`config.mk`:
```
export PLATFORM = sky130hd
export DESIGN_NAME = aurora_tx_arb
export DESIGN_NICKNAME = d
export VERILOG_FILES = /design/src/rtl/aurora_pkg.sv /design/src/rtl/aurora_rr_pick.sv /design/src/rtl/aurora_tx_arb.sv
export SDC_FILE = /design/constraint.sdc
export NUM_CORES = 1
export LEC_CHECK = 0
export BUFFER_PORTS_ARGS = -buffer_cell sky130_fd_sc_hd__buf_4
export CAP_MARGIN = 10
export CORE_MARGIN = 5
export CORE_UTILIZATION = 40
export DETAILED_ROUTE_END_ITERATION = 6
export GPL_TIMING_DRIVEN = 1
export PLACE_DENSITY = 0.7
export SLEW_MARGIN = 0
export SYNTH_ARGS = -nofsm -noshare
export SYNTH_HDL_FRONTEND = slang
export SYNTH_SLANG_ARGS = --single-unit
```
`constraint.sdc`:
```
create_clock -name clk -period 2.7 [get_ports clk]
set_input_delay 0.405 -clock clk [delete_from_list [all_inputs] [get_ports clk]]
set_output_delay 0.405 -clock clk [all_outputs]
set_load 0.005 [all_outputs]
```
`src/rtl/aurora_pkg.sv`:
```
// Shared definitions for the Aurora TX arbiter: tag magics, FSM encoding and the
// stream beat payload.
package aurora_pkg;

  localparam int unsigned CH_W   = 3;
  localparam int unsigned DATA_W = 32;
  localparam int unsigned KEEP_W = 4;

  localparam logic [15:0] HDR_MAGIC   = 16'hA5C3;
  localparam logic [15:0] ABORT_MAGIC = 16'hDEAD;

  typedef enum logic [1:0] {
    ST_IDLE = 2'd0,
    ST_HDR  = 2'd1,
    ST_DATA = 2'd2
  } state_t;

  typedef struct packed {
    logic [DATA_W-1:0] data;
    logic [KEEP_W-1:0] keep;
    logic              last;
  } beat_t;

  // Full-keep tag word carrying a magic, a count field and the channel index.
  function automatic beat_t tag_word(input logic [15:0] magic, input logic [7:0] cnt,
                                     input logic [CH_W-1:0] ch, input logic last);
    beat_t b;
    b.data = {magic, cnt, 8'(ch)};
    b.keep = 4'hF;
    b.last = last;
    return b;
  endfunction

endpackage

```
`src/rtl/aurora_rr_pick.sv`:
```
// Rotating-priority picker: first requester strictly after last_grant, with wrap.
module aurora_rr_pick
  import aurora_pkg::*;
#(
  parameter int unsigned ETHCOUNT = 4
) (
  input  logic [ETHCOUNT-1:0] req,
  input  logic [CH_W-1:0]     last_grant,
  output logic                found,
  output logic [CH_W-1:0]     idx
);

  logic [7:0] req_ext;
  logic [4:0] cand;

  always_comb begin
    req_ext = 8'(req);
    cand    = '0;
    found   = 1'b0;
    idx     = '0;
    for (int unsigned k = 1; k <= ETHCOUNT; k++) begin
      cand = 5'(last_grant) + 5'(k);
      if (cand >= 5'(ETHCOUNT)) cand = cand - 5'(ETHCOUNT);
      if (!found && req_ext[CH_W'(cand)]) begin
        found = 1'b1;
        idx   = CH_W'(cand);
      end
    end
  end

endmodule

```
`src/rtl/aurora_tx_arb.sv`:
```
// Packet-granular round-robin mux of ETHCOUNT AXIS sources onto the Aurora TX
// stream; each packet is prefixed with a channel header, stalled packets are aborted.
module aurora_tx_arb
  import aurora_pkg::*;
#(
  parameter int unsigned ETHCOUNT = 4,
  parameter int unsigned TIMEOUT  = 1024
) (
  input  logic                       clk,
  input  logic                       rstn,
  input  logic [ETHCOUNT-1:0]        eth_mask,
  output logic [ETHCOUNT-1:0]        axis_s_tready,
  input  logic [ETHCOUNT*DATA_W-1:0] axis_s_tdata,
  input  logic [ETHCOUNT*KEEP_W-1:0] axis_s_tkeep,
  input  logic [ETHCOUNT-1:0]        axis_s_tvalid,
  input  logic [ETHCOUNT-1:0]        axis_s_tlast,
  input  logic                       axis_m_tready,
  output logic [DATA_W-1:0]          axis_m_tdata,
  output logic [KEEP_W-1:0]          axis_m_tkeep,
  output logic                       axis_m_tvalid,
  output logic                       axis_m_tlast,
  output logic [CH_W-1:0]            grant_idx,
  output logic                       busy,
  output logic                       err_timeout
);

  localparam int unsigned     CNT_W     = $clog2(TIMEOUT);
  localparam logic [CNT_W-1:0] STALL_MAX = CNT_W'(TIMEOUT - 1);
  localparam logic [7:0]       CH_COUNT  = 8'(ETHCOUNT);
  localparam logic [CH_W-1:0]  LAST_CH   = CH_W'(ETHCOUNT - 1);

  state_t              state;
  beat_t               m_q;
  logic [CH_W-1:0]     last_grant;
  logic [CNT_W-1:0]    stall_cnt;
  logic                load_en;
  logic [ETHCOUNT-1:0] req;
  logic                found;
  logic [CH_W-1:0]     pick_idx;
  logic [7:0]          rdy_ext;
  logic [7:0]          ch_valid;
  logic [7:0]          ch_last;
  logic [DATA_W-1:0]   ch_data [8];
  logic [KEEP_W-1:0]   ch_keep [8];

  // Per-channel views padded to the 8-channel index space of grant_idx.
  assign ch_valid = 8'(axis_s_tvalid);
  assign ch_last  = 8'(axis_s_tlast);
  for (genvar g = 0; g < 8; g++) begin : g_ch
    if (g < ETHCOUNT) begin : g_on
      assign ch_data[g] = axis_s_tdata[g*DATA_W +: DATA_W];
      assign ch_keep[g] = axis_s_tkeep[g*KEEP_W +: KEEP_W];
    end else begin : g_off
      assign ch_data[g] = '0;
      assign ch_keep[g] = '0;
    end
  end

  assign load_en = !axis_m_tvalid || axis_m_tready;
  assign req     = axis_s_tvalid & ~eth_mask;

  aurora_rr_pick #(.ETHCOUNT(ETHCOUNT)) u_pick (
    .req        (req),
    .last_grant (last_grant),
    .found      (found),
    .idx        (pick_idx)
  );

  // Only the granted source sees ready, and only when the output slot can load.
  always_comb begin
    rdy_ext = '0;
    if (state == ST_DATA && load_en) rdy_ext = 8'd1 << grant_idx;
    axis_s_tready = ETHCOUNT'(rdy_ext);
  end

  assign axis_m_tdata = m_q.data;
  assign axis_m_tkeep = m_q.keep;
  assign axis_m_tlast = m_q.last;

  always_ff @(posedge clk) begin
    if (!rstn) begin
      state         <= ST_IDLE;
      m_q           <= '0;
      axis_m_tvalid <= 1'b0;
      last_grant    <= LAST_CH;
      stall_cnt     <= '0;
      grant_idx     <= '0;
      busy          <= 1'b0;
      err_timeout   <= 1'b0;
    end else begin
      err_timeout <= 1'b0;
      if (load_en) axis_m_tvalid <= 1'b0;
      case (state)
        ST_IDLE: begin
          if (found) begin
            grant_idx <= pick_idx;
            stall_cnt <= '0;
            busy      <= 1'b1;
            state     <= ST_HDR;
          end
        end
        ST_HDR: begin
          if (load_en) begin
            m_q           <= tag_word(HDR_MAGIC, CH_COUNT, grant_idx, 1'b0);
            axis_m_tvalid <= 1'b1;
            state         <= ST_DATA;
          end
        end
        ST_DATA: begin
          if (load_en) begin
            if (ch_valid[grant_idx]) begin
              m_q           <= '{data: ch_data[grant_idx], keep: ch_keep[grant_idx],
                                 last: ch_last[grant_idx]};
              axis_m_tvalid <= 1'b1;
              stall_cnt     <= '0;
              if (ch_last[grant_idx]) begin
                last_grant <= grant_idx;
                busy       <= 1'b0;
                state      <= ST_IDLE;
              end
            end else if (stall_cnt == STALL_MAX) begin
              // Source went quiet too long: close the packet with an abort word.
              m_q           <= tag_word(ABORT_MAGIC, 8'h00, grant_idx, 1'b1);
              axis_m_tvalid <= 1'b1;
              err_timeout   <= 1'b1;
              last_grant    <= grant_idx;
              stall_cnt     <= '0;
              busy          <= 1'b0;
              state         <= ST_IDLE;
            end else begin
              stall_cnt <= stall_cnt + 1'b1;
            end
          end
        end
        default: begin
          busy  <= 1'b0;
          state <= ST_IDLE;
        end
      endcase
    end
  end

endmodule

```
# --- After elaboration in Yosys (flattened, before gate mapping) ---
# Index checks and enable logic that the tools add are counted.
word_totals:
  register_bits: 58
  inputBits: 159
  out_inout_bits: 47
  word_cells: 130
classes:
  add_sub_neg: 9
  order_cmp: 10
  eq_ne: 9
  n_shift: 1
  muxes: 64
  bitwise_logic: 7
  n_reduce_logical: 20
ops:
  columns: ["operator", "n"]
  rows:
  - ["37-bit 2-to-1 mux", 4]
  - ["32-bit binary-select mux with 3-bit select", 1]
  - ["37-bit case mux with 2 select lines", 1]
  - ["32-bit 2-to-1 mux", 2]
  - ["10-bit 2-to-1 mux", 4]
  - ["3-bit 2-to-1 mux", 11]
  - ["1-bit 2-to-1 mux", 21]
  - ["3-bit by 4-bit less-than comparator with 1-bit output, second input constant", 5]
  - ["10-bit case mux with 2 select lines", 1]
  - ["1-bit binary-select mux with 3-bit select", 6]
  - ["4-bit by 3-bit >= comparator with 1-bit output, second input constant", 4]
  - ["4-bit binary-select mux with 3-bit select", 1]
  - ["2-bit 2-to-1 mux", 6]
  - ["4-bit 2-to-1 mux", 3]
  - ["3-bit subtractor, second input constant", 4]
  - ["10-bit by 1-bit adder with 10-bit output, second input constant", 1]
  - ["10-bit == test, second input constant", 1]
  - ["5-bit AND reduction", 2]
  - ["3-bit by 2-bit adder with 4-bit output, second input constant", 2]
  - ["4-bit AND reduction", 2]
  - ["2-bit != test, second input constant", 3]
  - ["2-bit case mux with 3 select lines", 1]
  - ["2-bit nonzero test", 3]
  - ["3-bit by 1-bit adder with 4-bit output, second input constant", 1]
  - ["other kinds (21)", 30]

# --- Depth between registers and ports, before layout ---
logic_depth:
  ltp_word: 17
  mapped_depth: 9
  mapped_depth_nobuf: 7

# --- Modules after synthesis ---
# From an unflattened synthesis, not the netlist that was laid out.
unflattened:
  hier_cells: 422
  hier_area_um2: 3920.0
by_module_without_submodules:
  columns: ["module", "n_inst", "cells_per_inst", "area_each_um2", "seq_area_each_um2"]
  rows:
  - ["aurora_tx_arb", 1, 377, 3599.7, 1161.1]
  - ["aurora_rr_pick", 1, 45, 320.3, 0.0]

# --- Worst setup path before layout ---
# OpenSTA, ideal clock, no wires.
synth_timing:
  kind: "register to register"
  from: "register last_grant[0]"
  to: "register stall_cnt[6]"
  setup_ns: 0.075
  arrival_ns: 2.122
  t_required_ns: 2.625
  path_slack_ns: 0.503
  path_stages_with_launch: 9
  path_buffers: 1
  period_less_slack_ns: 2.197
  cell_sequence: "dfxtp_1 -> buf_6 -> inv_4 -> ha_1 -> mux4_2 -> o22ai_2 -> o31ai_2 -> or4_1 -> o22ai_1"
synth_between:
  elab_chain_len: 17
  elab_cells_between_ends: 36
  cone_classes: "add/sub (8); order compare (4); eq/ne (1); mux (16); reduce/logical (7)"
synth_lines:
  columns: ["element", "line_no", "text"]
  rows:
  - ["start, declared", "aurora_tx_arb.sv:34", "logic [CH_W-1:0] last_grant;"]
  - ["start signal, assigned", "aurora_tx_arb.sv:117", "last_grant <= grant_idx;"]
  - ["start signal, assigned", "aurora_tx_arb.sv:126", "last_grant <= grant_idx;"]
  - ["3-bit by 1-bit adder with 4-bit output", "aurora_rr_pick.sv:22", "cand = 5'(last_grant) + 5'(k);"]
  - ["4-bit by 3-bit >= comparator with 1-bit output / 3-bit subtractor (equally long branches)", "aurora_rr_pick.sv:23", "if (cand >= 5'(ETHCOUNT)) cand = cand - 5'(ETHCOUNT);"]
  - ["3-bit 2-to-1 mux", "aurora_rr_pick.sv:23", null]
  - ["1-bit binary-select mux with 3-bit select", "aurora_rr_pick.sv:24", "if (!found && req_ext[CH_W'(cand)]) begin"]
  - ["1-bit 2-to-1 mux (not written as such)", "aurora_rr_pick.sv:24", null]
  - ["1-bit 2-to-1 mux", "aurora_rr_pick.sv:24", null]
  - ["1-bit logical NOT", "aurora_rr_pick.sv:24", null]
  - ["1-bit logical AND", "aurora_rr_pick.sv:24", null]
  - ["1-bit 2-to-1 mux", "aurora_rr_pick.sv:24", null]
  - ["1-bit logical NOT", "aurora_rr_pick.sv:24", null]
  - ["1-bit logical AND", "aurora_rr_pick.sv:24", null]
  - ["1-bit 2-to-1 mux", "aurora_rr_pick.sv:24", null]
  - ["1-bit logical NOT", "aurora_rr_pick.sv:24", null]
  - ["1-bit logical AND", "aurora_rr_pick.sv:24", null]
  - ["1-bit 2-to-1 mux (*)", "aurora_rr_pick.sv:24", null]
  - ["2-bit != test (no source line) (*)", null, null]
  - ["3-bit AND reduction (no source line) (*)", null, null]
  - ["end signal, assigned", "aurora_tx_arb.sv:131", "stall_cnt <= stall_cnt + 1'b1;"]
  - ["end, declared", "aurora_tx_arb.sv:35", "logic [CNT_W-1:0] stall_cnt;"]
# Every way passes the cells marked *; elsewhere a longest branch is shown, timed or not. The select of a mux whose other input is x is not followed.
# A chain may end at the register's enable or synchronous reset.

# --- Worst setup path after layout ---
layout_timing:
  from: "register last_grant[1]"
  to: "register stall_cnt[6]"
# The elaborated chain is that of the path after synthesis.

==> flow_results.org <==
** Run status
- Result of the run :: completed

** Logic synthesis
- Share of the synthesized area in the top cell type :: 30.77%
- Combined area of all synthesized cells :: 0.003774 mm2
- After synthesis, the cell types taking the most area are sky130_fd_sc_hd__dfxtp_1 (31%), sky130_fd_sc_hd__mux4_2 (23%), sky130_fd_sc_hd__nand2_1 (4.4%).
- Dividing the synthesized area by the synthesized cell count gives 9.387 um2.
- Counting flops with an async set or reset pin after synthesis yields a share of 0%.
- Total nets after synthesis :: about 570
- Number of enable flip-flop cells after synthesis :: 0
- Prevailing post-synth register cell :: sky130_fd_sc_hd__dfxtp_1
- Yosys synthesis warning count :: 0
- In the synthesized netlist, the cells that appear most often are sky130_fd_sc_hd__dfxtp_1 (58), sky130_fd_sc_hd__nand2_1 (44), sky130_fd_sc_hd__nor2_1 (39).
- Post-synth top area cell :: sky130_fd_sc_hd__dfxtp_1
- Synthesis inferred 58 register bits.
- Sequential share of the synthesized area :: around 30%
- In the post-synthesis netlist, the cell with the most instances is sky130_fd_sc_hd__dfxtp_1.
- After technology mapping, the gate count stands at 402.
- Synthesis instantiated 54 different standard cells from the library.

** Pwr
- Largest vdd supply drop :: 0.4650 mV
- In this run, the clock network consumes 15.2% of the power.
- In this run, flip-flops and latches consume around a quarter of the power.
- Post-route total power :: 0.004403 W
- For this design the static power due to leakage is 2.343 nW.
- Of the total power, the share spent switching nets is 41.03%.
- The internal power of the cells totals 0.002596 W.
- Summed over all nets, the switching power comes to roughly 0.0018 W.
- Cell area power density :: 782.7 mW/mm2
- Combinational share of power :: roughly three fifths

** STA
- Minimum clock period after layout :: 2.515 ns
- Maximum frequency from static timing analysis :: 0.3977 GHz
- Remaining max-slew budget at the tightest pin :: 38.15%
- Worst-margin pin slew :: roughly 0.93 ns
- The worst path uses 93.13% of the clock period.
- Clock skew on the completed layout was measured at just over 0.008 ns.
- The count of pins over their slew limit is 0.
- Setup violations remaining at the end of the flow were counted as 0.
- Final hold viol count :: 0

** Floorplanning
- Height of the die :: about 110 um
- IO Pins :: 206
- Core Region :: 0.009240 mm2
- Placement Rows :: 35
- Die area :: ~0.011 mm2
- Die width :: roughly 110 um
- Starting utilization of the core area :: 40.84%

** Final layout
- Fraction of final layout cells sized beyond drive strength 1 :: 48.26%
- For this run, the post-layout net count is 765.
- Antenna Cells :: 0
- The area growth from synthesis to layout is 49.07%.
- Final Core Density :: 60.88%
- Post-route insts no fill :: 732
- After routing the design area is around 0.0056 mm2.
- The layout has 807 filler cells.

** Hold path
- Worst hold path type :: primary input to register
- The worst hold path was traced through 2 stages.

** Clocking
- Clock-pin slew was measured on the worst setup and hold paths at 0.07 ns.
- Hold repair after CTS inserted 0 buffers.
- Clk sink count :: 58
- H-tree Lvls :: 3
- CTS root buffer :: sky130_fd_sc_hd__clkbuf_8
- Clock latency on the worst-skew pair :: 0.32 ns
- TritonCTS built the clock tree.
- No sink is reached through more buffers than the 2 on the longest clock path.
- Number of clock buffers inserted by TritonCTS :: 9

** Global routing
- The first global-routing pass estimated 21,000 um of wire.
- Pin count of the biggest net entering global routing :: 47
- Aggregate global-route resource usage :: about a quarter
- Sum of overflow across all layers after global routing :: 0
- Antenna violations before repair :: 0
- The via count of the first global-routing pass was 4,114.

** Placement
- Port buffering added 205 buffers.
- Including well taps, the total number of placed cells is 718.
- Placed standard-cell area :: 0.005450 mm2
- The congestion estimate from routability-driven global placement came to 0.8392.
- Summed over all nets, the half-perimeter wirelength after detailed placement is between 10,000 and 15,000 um.

** Critical path
- Worst setup path startpoint :: last_grant[1]
- Minimum setup slack among reg-to-reg paths :: 0.19 ns
- Cell count along the critical path :: 7
- Class of the most critical setup path :: register to register
- Critical path launch point type :: register
- The critical path ends at stall_cnt[6].
- The worst register-to-register path begins at last_grant[1].
- The signal on the critical path passes through inv_1 -> ha_1 -> mux4_2 -> o22ai_2 -> o31ai_4 -> or4_1 -> o22ai_1.
- Among cell families on the critical path, the largest total delay comes from compound AO/OA/AOI/OAI gates.
- The number of buffers and inverters on the critical path is 1.
- Worst setup EP type :: register
- For this run, the slowest stage of the critical path takes 0.56 ns.
- The endpoint identified for the worst register-to-register timing path is stall_cnt[6].
- Worst EP arrival :: 2.76 ns
- Highest fanout seen on the critical path :: 12
- For the worst setup path, the data required time is between 2 and 3 ns.
- Worst Reg-to-Reg Cells :: 7
- Among all stages on the critical path, the largest delay is contributed by sky130_fd_sc_hd__or4_1.

** Drt
- Summing over every cut layer, the via total after detailed routing is 4,006.
- Count of unresolved DRC violations after routing :: 0
- Violation count after the first detailed-route iteration :: 232
- DR pass1 iterations :: 4
- After detailed routing, the number of vias per cell comes to 5.473.
- Aggregate routed wire length :: around 14,000 um
- In the final routed layout, each cell accounts on average for about 19 um.
- Remaining antenna violation count after routing :: 0

** Job
- Max-cap violations in this run came to 0.
power by group through the flow:
| stage | registers, W | logic, W | clock network [W] |
|---|---|---|---|
| finish | 0.00115 | 0.00258 | 0.000669 |
| global route | 0.00118 | 0.00283 | 0.000722 |
| CTS | 0.00115 | 0.00257 | 0.000680 |
| detailed placement | 0.00117 | 0.00256 | 0 |
| global placement | 0.00117 | 0.00252 | 0 |
| floorplan | 0.00114 | 0.00172 | 0 |
what timing repair did:
item,in CTS,in global routing
setup buffers,0,0
setup endpoints to repair,0,5
resized for setup,0,3
hold endpoints to repair,0,0
final cells by class:
cell class              count  area, um2  area share, %
well taps                 129      161.4          2.869
flip-flops and latches     58       1164          20.69
repair buffers            219       1657          29.45
clock inverters             3      17.52         0.3114
multi-input cells         303       2449          43.53
inverters                   9      36.28         0.6450
clock buffers              11      141.4          2.513
cells by family (layout without fill, tap and decap cells):
| group | Yosys count | in the layout | share of synthesized area (%) |
|---|---|---|---|
| buf+inv | 41 | 242 | 4.874 |
| fa+ha+maj | 6 | 6 | 1.989 |
| compound gates | 96 | 96 | 17.84 |
| simple gates | 154 | 154 | 19.36 |
| flops | 58 | 58 | 30.77 |
| mux | 47 | 47 | 25.17 |
per-layer routing:
layer | vias to the layer above | part of all wire (%) | track usage (%)
met1 | 1899 | 38 | 28.43
met3 | 18 | 7.5 | 6.743
li1 | 1919 | - | -
met5 | - | 0 | 0
met4 | 0 | 2.1 | 6.393
met2 | 170 | 52 | 39.90
per-stage QoR:
stage               setup slack [ns]  setup TNS (ns)  hold slack [ns]
CTS                           0.1953               0           0.4302
detailed placement            0.2152               0           0.4465
global placement              0.3062               0           0.4411
finish                        0.1855               0           0.4467
floorplan                     0.5031               0           0.4483
global route               -0.002656       -0.002656           0.4385
placed cells by master (no fill, tap or decap), types with 3 or more instances in the layout:
cell type and instances:
sky130_fd_sc_hd__buf_4 218, sky130_fd_sc_hd__and3_1 3, sky130_fd_sc_hd__o211ai_1 12, sky130_fd_sc_hd__dfxtp_1 56
sky130_fd_sc_hd__mux2_2 3, sky130_fd_sc_hd__inv_1 7, sky130_fd_sc_hd__o22ai_1 4, sky130_fd_sc_hd__ha_1 6
sky130_fd_sc_hd__or3_1 4, sky130_fd_sc_hd__nor2b_1 9, sky130_fd_sc_hd__clkbuf_8 10, sky130_fd_sc_hd__a21oi_1 32
sky130_fd_sc_hd__nor4_1 3, sky130_fd_sc_hd__nor3_1 9, sky130_fd_sc_hd__nand2_1 44, sky130_fd_sc_hd__nor2_1 38
sky130_fd_sc_hd__a211oi_1 11, sky130_fd_sc_hd__nand3b_1 3, sky130_fd_sc_hd__o221a_2 6, sky130_fd_sc_hd__nand2b_1 9
sky130_fd_sc_hd__mux2i_1 6, sky130_fd_sc_hd__nand3_1 21, sky130_fd_sc_hd__mux4_2 38, sky130_fd_sc_hd__o21ai_0 9
state kept, by name, indices dropped and copies added, names as in the netlist, 2 cells and up:
register / cells
axis_m_tdata: 32
stall_cnt: 10
axis_m_tkeep: 4
grant_idx: 3
last_grant: 3
state: 2
worst min path at each step:
| stage | startpoint | to | slack, ns |
|---|---|---|---|
| CTS | rstn | last_grant[1] | 0.43 |
| global placement | axis_m_tdata[27] | axis_m_tdata[27] | 0.44 |
| global route | rstn | last_grant[1] | 0.44 |
| detailed placement | axis_m_tdata[21] | axis_m_tdata[21] | 0.45 |
| finish | rstn | last_grant[1] | 0.45 |
| floorplan | axis_m_tdata[21] | axis_m_tdata[21] | 0.45 |
Note: power is estimated with default switching activity, not from simulation.
